--- config.mk ---
export PLATFORM = sky130hd
export DESIGN_NAME = mem_write_port
export DESIGN_NICKNAME = d
export VERILOG_FILES = /design/src/rtl/mem_write_port.sv
export SDC_FILE = /design/constraint.sdc
export NUM_CORES = 1
export LEC_CHECK = 0
export ABC_AREA = 1
export BUFFER_PORTS_ARGS = -buffer_cell sky130_fd_sc_hd__buf_2
export CAP_MARGIN = 20
export CELL_PAD_IN_SITES_DETAIL_PLACEMENT = 1
export CELL_PAD_IN_SITES_GLOBAL_PLACEMENT = 1
export CORE_MARGIN = 3
export CORE_UTILIZATION = 54
export DETAILED_ROUTE_END_ITERATION = 7
export PLACE_DENSITY_LB_ADDON = 0.15
export SYNTH_ARGS = -nofsm -noshare
export SYNTH_HDL_FRONTEND = slang
export SYNTH_SLANG_ARGS = --single-unit
--- constraint.sdc ---
create_clock -name clk -period 5.5 [get_ports clk]
set_clock_uncertainty 0.15 [all_clocks]
set_input_delay 1.1 -clock clk [delete_from_list [all_inputs] [get_ports clk]]
set_output_delay 1.1 -clock clk [all_outputs]
set_load 0.05 [all_outputs]
--- src/rtl/mem_write_port.sv ---
// ============================================================================
// Module   : mem_write_port
// Purpose  : Byte-masked write port and sequential clear engine for a shared array.
// Revision : 1.0
// ============================================================================
`default_nettype none

module mem_write_port #(
    parameter int DATA_WIDTH = 16,
    parameter int ADDR_WIDTH = 5,
    parameter int CNT_WIDTH  = 16
) (
    input  logic                    clk,
    input  logic                    rst,
    input  logic                    wr_valid,
    output logic                    wr_ready,
    input  logic [ADDR_WIDTH-1:0]   wr_addr,
    input  logic [DATA_WIDTH-1:0]   wr_data,
    input  logic [DATA_WIDTH/8-1:0] wr_mask,
    input  logic                    clr_start,
    input  logic [DATA_WIDTH-1:0]   clr_value,
    output logic                    busy,
    output logic                    clr_done,
    output logic [CNT_WIDTH-1:0]    wr_count,
    input  logic [ADDR_WIDTH-1:0]   rd_addr,
    output logic [DATA_WIDTH-1:0]   rd_data
);

    localparam int c_DEPTH = 2**ADDR_WIDTH;
    localparam int c_LANES = DATA_WIDTH/8;

    typedef enum logic [0:0] {
        ST_IDLE  = 1'b0,
        ST_CLEAR = 1'b1
    } state_t;

    state_t                  r_state;
    logic [ADDR_WIDTH-1:0]   r_ptr;
    logic [DATA_WIDTH-1:0]   r_fill;
    logic                    r_busy;
    logic                    r_done;
    logic [CNT_WIDTH-1:0]    r_count;
    logic [DATA_WIDTH-1:0]   r_mem [c_DEPTH];

    logic                    w_wr_fire;

    assign wr_ready  = ~r_busy;
    assign w_wr_fire = wr_valid & ~r_busy;
    assign busy      = r_busy;
    assign clr_done  = r_done;
    assign wr_count  = r_count;
    assign rd_data   = r_mem[rd_addr];

    always_ff @(posedge clk) begin
        if (rst) begin
            r_state <= ST_IDLE;
            r_ptr   <= '0;
            r_fill  <= '0;
            r_busy  <= 1'b0;
            r_done  <= 1'b0;
            r_count <= '0;
        end else begin
            r_done <= 1'b0;
            if (w_wr_fire && (r_count != {CNT_WIDTH{1'b1}})) begin
                r_count <= r_count + 1'b1;
            end
            case (r_state)
                ST_IDLE: begin
                    if (clr_start) begin
                        r_state <= ST_CLEAR;
                        r_busy  <= 1'b1;
                        r_ptr   <= '0;
                        r_fill  <= clr_value;
                    end
                end
                ST_CLEAR: begin
                    r_ptr <= r_ptr + 1'b1;
                    if (r_ptr == {ADDR_WIDTH{1'b1}}) begin
                        r_state <= ST_IDLE;
                        r_busy  <= 1'b0;
                        r_done  <= 1'b1;
                        r_ptr   <= '0;
                    end
                end
                default: begin
                    r_state <= ST_IDLE;
                    r_busy  <= 1'b0;
                end
            endcase
        end
    end

    // Array has no reset; a reset edge suppresses both clear and host writes.
    always_ff @(posedge clk) begin
        if (!rst) begin
            if (r_state == ST_CLEAR) begin
                r_mem[r_ptr] <= r_fill;
            end else if (w_wr_fire) begin
                for (int i = 0; i < c_LANES; i++) begin
                    if (wr_mask[i]) begin
                        r_mem[wr_addr][8*i +: 8] <= wr_data[8*i +: 8];
                    end
                end
            end
        end
    end

endmodule

`default_nettype wire

==> qor.txt, run 1 <==
==================================================================================
Die outline area                                                         46340 um2
Post-CTS Hold Buffers                                                            0
Yosys top cell area share                                                   65.02%
Wire per inst                                                             24.48 um
Core area                                                                43170 um2
Number of port buffers                                                          82
Overall power after layout                                                9.356 mW
TritonCTS clock tree                                                          done
Delay of the slowest critical-path stage                                   0.43 ns
Synth Area in Adders                                                       0.1587%
Placement-stage cell area                                                24520 um2
Min Clock Period, post-route                                              4.572 ns
Critical setup path kind                                              input pin to primary output
Pin slew with the least headroom to its limit                             1.137 ns
TNS Setup                                                                     0 ns
Worst hold margin                                                        0.3328 ns
Final count of hold timing violations                                            0
Number of cell rows                                                             76
Classification of the worst-slack hold path                           register to register
Initial antenna violation count                                                  0
Max_slew headroom                                                           24.21%
Cell with the most instances on the worst path                             nand2_1
Final-layout fill cell count                                                  4588
Nature of the critical path startpoint                                   input pin
Synthesized-area fraction occupied by ao, oa, aoi and oai cells             1.291%
Die outline height                                                        215.3 um
Avg Cell Area, Syn                                                       10.91 um2
Clock slew seen by the registers of the worst setup and hold paths         0.06 ns
Top Ports                                                                       83
Violation count after the first detailed-route iteration                      1452
Number of levels in the clock H-tree                                             2
Drc violations                                                                   0
Highest achievable clock rate                                           0.2187 GHz
Die Wd                                                                    215.3 um
Power per standard cell area                                          355.5 nW/um2
Setup repair bufs after CTS                                                      0
Yosys warns                                                                      0
Crit path cell chain                                                  buf_6 -> inv_6 -> buf_12 -> nand2_1 -> nand3_1 -> nand3_1 -> nand2_1 -> nand2_1 -> nand2_1 -> nand2_1 -> nand2_1 -> buf_2
Clock Root Buffer                                                        clkbuf_16
Post-synthesis simple-gate area fraction                                    26.66%
Number of global-route vias before repair                                    17538
Clock latency on the worst-skew pair                                       0.59 ns
#FFs+latches synth                                                             552
Crit path capture type                                                primary output
Total congestion overflow                                                        0
Max-cap viol count                                                               0
Xor and xnor fraction of the mapped netlist area                           0.2963%
Unrepaired setup endpoints after global routing                              false
Wire length of the first global-routing pass                             106100 um
TritonCTS Buffers                                                               55
DR vias/cell                                                                 5.900
Required time reported for the critical path endpoint                      4.25 ns
Sequential fraction of the synthesis area                                   68.41%
Kind of cell adding the most delay to the critical path               buffers and inverters
Effective utilization at floorplan                                          54.77%
Worst path slowest cell                                                      inv_6
Final RePlAce weighted congestion                                           0.8098
First-pass iteration count of the detailed router                                5
Number of nets in the layout                                                  2256
Syn_nets                                                                      2219
Fraction of final layout cells sized beyond drive strength 1                12.89%
Final worst-path cycle share                                                83.14%
Final Cell Area                                                          26320 um2
Number of vias after detailed routing                                        16731
Combinational family with the most area after synthesis               simple AND/OR/NAND/NOR gates
Count of clock tree sinks                                                      552
Buffering stage count on the worst path with inverters included                  4
Worst vdd ir                                                             0.2673 mV
Cell type with the largest total area after synthesis                     edfxtp_1
Cells after synthesis                                                         2168
Gates resized, CTS repair                                                        0
Mux contribution to synthesized area                                            0%
Global-route usage over all layers                                          29.89%
Most area-consuming cells after synthesis                             edfxtp_1 65%, nand2_1 13%, nand3_1 8.3%
Final count of negative-setup-slack endpoints                                    0
Remaining number of nets flagged by the antenna check after routing              0
Maximum fanout along the worst path                                             78
LEAKAGE                                                                   9.744 nW
Maximum number of pins on one net before global-route repair                   133
Clock Tree Buf Depth                                                             3
Cell area after synthesis                                                23650 um2
Area delta synth->final                                                     11.31%
Count of cell types in the netlist                                              31
Wire length after detailed routing                                        69420 um
Detail Placement HPWL                                                     40120 um
Run status                                                            finished clean
Worst EP arrival                                                           3.32 ns
Final slew viol count                                                            0
==================================================================================
==> per-stage QoR <==
stage / util [%] / instances / setup WS [ns]
final: 60.97 / 2836 / 0.9275
after global routing: 60.96 / 2835 / 0.8115
after CTS: 60.96 / 2835 / 1.029
after detailed placement: 56.79 / 2733 / 1.037
after global placement: 56.79 / 2733 / 1.089
after floorplan: - / 2168 / 1.834
==> cell type report <==
class	count	area, um2	area share, %
flip-flops and latches	552	16180	61.45
multi-input cells	1448	6720	25.53
clock buffers	70	1495	5.680
repair buffers	113	752.0	2.857
well taps	585	732.0	2.781
clock inverters	32	305.3	1.160
inverters	35	138.9	0.5276
diodes	1	2.502	0.009507
==> worst register-to-register path, delay by kind of cell (launching register included) <==
family           cells  cell delay (ns)
AND/OR/NAND/NOR      7             2.17
flip-flops           1             0.36
==> placed cells by master, fill, tap and decap left out, drive strengths merged, types with 18 or more instances in the layout <==
master,netlist,routed
nand2,855,855
edfxtp,512,512
nand3,402,402
buf,80,113
clkbuf,53,70
nor3,66,66
nor2,59,59
dfxtp,40,40
inv,34,34
o21ai,28,28
clkinv,1,23
a21oi,18,18
==> final timing paths <==
kind                         to  cells after the start  slack [ns]        from
setup reg to reg  r_mem[21][13]                      7        2.45        busy
hold / removal        r_fill[0]                      2        0.33   r_fill[0]
setup / recovery     rd_data[0]                     12        0.93  rd_addr[0]
hold reg to reg       r_fill[0]                      2        0.33   r_fill[0]
==> state kept, by name (all words and copies together) (netlist names) <==
register / cells
r_mem: 512
r_fill: 16
wr_count: 16
r_ptr: 5
busy: 1
clr_done: 1
r_state: 1
==> cells by family after synthesis <==
logic type,count (synthesis)
buffers and inverters,168
AND/OR/NAND/NOR,1387
AO/OA/AOI/OAI,50
XOR/XNOR,8
adder cells (fa/ha/maj),3
flip-flops,552
==> cell usage after synthesis, drive strengths merged <==
cell type and number:
a221oi 1, nor3 66, ha 3, o211ai 1, dfxtp 40, inv 34
o221ai 1, a21oi 18, buf 80, nand2 855, xor2 2, edfxtp 512
o21ai 28, nand4 2, and2 3, nand3 402, clkbuf 53, xnor2 6
a22oi 1, clkinv 1, nor2 59
==> layer usage <==
metal	GRT usage, %	share of wire [%]	vias to the layer above
met4	9.253	2.9	0
met3	5.486	6.7	132
met1	39.96	41	8420
met5	0	0	-
met2	50.27	49	626
li1	-	-	7553
==> power breakdown <==
| part | switching (mW) | internal [mW] |
|---|---|---|
| combinational | 0.677 | 0.175 |
| clock | 1.61 | 2.20 |
| sequential | 0.0144 | 4.69 |
(Power assumes the default switching activity.)
==> inputs of run 2 (changes only) <==
--- a/config.mk
+++ b/config.mk
@@ -11,7 +11,7 @@
 export CELL_PAD_IN_SITES_DETAIL_PLACEMENT = 1
 export CELL_PAD_IN_SITES_GLOBAL_PLACEMENT = 1
 export CORE_MARGIN = 3
-export CORE_UTILIZATION = 54
+export CORE_UTILIZATION = 50
 export DETAILED_ROUTE_END_ITERATION = 7
 export PLACE_DENSITY_LB_ADDON = 0.15
 export SYNTH_ARGS = -nofsm -noshare
==> constraint.sdc (replaced) <==
create_clock -name clk -period 4.3 [get_ports clk]
set_clock_uncertainty 0.15 [all_clocks]
set_input_delay 0.86 -clock clk [delete_from_list [all_inputs] [get_ports clk]]
set_output_delay 0.86 -clock clk [all_outputs]
set_load 0.05 [all_outputs]
==> run 2 against run 1 <==
  * Global-route usage down 2.7 points
  * Cell area grew 1.3%
  * Cell count rose by 1.7%
  * Die area increased by 7.8%
  * Highest routed layer unchanged
==> qor.txt, run 2 (synthesis results as in run 1) <==
==================================================================================
Run status                                                            finished clean
Final standard cell count with taps included and fillers excluded             2883
Maximum number of pins on one net before global-route repair                   129
Final worst-path cycle share                                                88.68%
Wire length of the first global-routing pass                             103900 um
Delay of the slowest critical-path stage                                   0.29 ns
Placement-stage cell area                                                24760 um2
Nature of the critical path startpoint                                   input pin
TritonCTS Buffers                                                               58
Post-Route M1 WL                                                          27940 um
Min Clock Period, post-route                                              3.813 ns
Number of port buffers                                                          82
Final count of hold timing violations                                            0
TNS Setup                                                                     0 ns
Highest achievable clock rate                                           0.2623 GHz
Setup repair bufs after CTS                                                      0
Top reg by flops                                                             r_mem
Highest routed metal layer                                                    met4
DR vias/cell                                                                 5.735
Power per standard cell area                                          456.9 nW/um2
Clock Tree Buf Depth                                                             3
Gates resized, CTS repair                                                        0
Die outline height                                                        223.5 um
Area delta synth->final                                                     12.79%
Detail Route met3 WL                                                       3668 um
Clock latency on the worst-skew pair                                       0.61 ns
Violation count after the first detailed-route iteration                      1282
Drc violations                                                                   0
Classification of the worst-slack hold path                           register to register
Number of instances in the placed design                                      2777
Count of clock tree sinks                                                      552
Most common cell after layout, fill and taps aside                         nand2_1
Clock Root Buffer                                                        clkbuf_16
Remaining number of nets flagged by the antenna check after routing              0
Number of levels in the clock H-tree                                             2
Number of cell rows                                                             79
Final slew viol count                                                            0
Worst path slowest cell                                                     buf_12
Start point of the worst hold path                                       r_fill[2]
Wire length after detailed routing                                        67230 um
Pin slew with the least headroom to its limit                             1.090 ns
Clock slew seen by the registers of the worst setup and hold paths         0.06 ns
Wire per inst                                                             23.32 um
Number of global-route vias before repair                                    17531
Die Wd                                                                    223.5 um
Reg-to-reg startpoint                                                         busy
First-pass iteration count of the detailed router                                5
Routed met2 length                                                        34150 um
Unrepaired setup endpoints after global routing                              false
Effective utilization at floorplan                                          50.68%
Required time reported for the critical path endpoint                      3.29 ns
Total congestion overflow                                                        0
Crit path launch                                                        rd_addr[0]
Die outline area                                                         49940 um2
Most used cells in the layout excluding fill and tap cells            843 x nand2_1, 512 x edfxtp_1, 394 x nand3_1
Number of nets in the layout                                                  2281
Crit path capture type                                                primary output
Initial antenna violation count                                                  0
Number of vias after detailed routing                                        16534
Maximum fanout along the worst path                                             48
Max-cap viol count                                                               0
Final Cell Area                                                          26670 um2
Critical setup path kind                                              input pin to primary output
Top Ports                                                                       83
Final RePlAce weighted congestion                                           0.7755
Detail Placement HPWL                                                     40390 um
Worst vdd ir                                                             0.4250 mV
Crit path cell chain                                                  buf_6 -> inv_6 -> buf_12 -> buf_12 -> nand2_1 -> nand3_1 -> nand3_1 -> nand2_1 -> nand2_1 -> nand2_1 -> nand2_1 -> nand2_1 -> buf_2
TritonCTS clock tree                                                          done
LEAKAGE                                                                   9.927 nW
Post-CTS Hold Buffers                                                            0
Max_slew headroom                                                           27.31%
Global-route usage over all layers                                          27.23%
Fraction of final layout cells sized beyond drive strength 1                13.66%
Slack of the worst reg-to-reg path                                         1.31 ns
Final count of negative-setup-slack endpoints                                    0
Core area                                                                46650 um2
Largest register FFs                                                           512
Cell with the most instances on the worst path                             nand2_1
Antenna cells                                                                    0
Worst EP arrival                                                           2.80 ns
==================================================================================
-- run 2: cell types whose count changed in the layout (fill, tap and decap cells not counted) --
cell        change
diode_2         -1
clkinvlp_4      -2
buf_12          +4
clkinv_1        +3
clkinvlp_2      -1
buf_4          +18
clkbuf_8        -2
clkinv_2        -2
bufinv_16       +3
inv_6           +1
clkbuf_16       +2
clkbuf_1        +2
-- run 2: final timing paths --
path | endpoint | depth (start not counted)
worst max-delay path | rd_data[11] | 13
worst min-delay path | r_fill[2] | 2
worst max register to register | r_mem[5][12] | 7
worst min register to register | r_fill[2] | 2
-- run 2: area by class of cell --
class	count	area, um2
fillers	4950	19980
flip-flops and latches	552	16180
multi-input cells	1448	6720
clock buffers	72	1525
repair buffers	135	967.2
well taps	607	759.5
clock inverters	34	385.4
inverters	35	138.9
-- run 2: routing by layer --
layer / vias up / GRT usage [%]
li1: 7592 / -
met4: 0 / 6.727
met5: - / 0
met2: 500 / 47.64
met1: 8349 / 36.03
met3: 93 / 3.987
-- run 2: through the flow --
stage	hold WS, ns	utilization [%]	power (mW)	setup slack (ns)
after floorplan	0.3054	-	6.773	1.114
after global placement	0.3142	53.07	7.161	0.5421
after detailed placement	0.3250	53.07	7.204	0.4770
after CTS	0.3223	57.17	12.26	0.4744
after global routing	0.3319	57.17	12.58	0.3369
final	0.3321	57.17	12.19	0.4869
-- run 2: worst max-delay path, delay by kind of cell --
| kind | cells | cell delay [ns] |
|---|---|---|
| buffers and inverters | 5 | 1.19 |
| and+or+nand+nor | 8 | 0.68 |
-- run 2: power breakdown --
group | switching, mW | internal [mW]
Combinational | 0.842 | 0.240
Sequential | 0.0182 | 5.99
Clock | 2.06 | 3.04
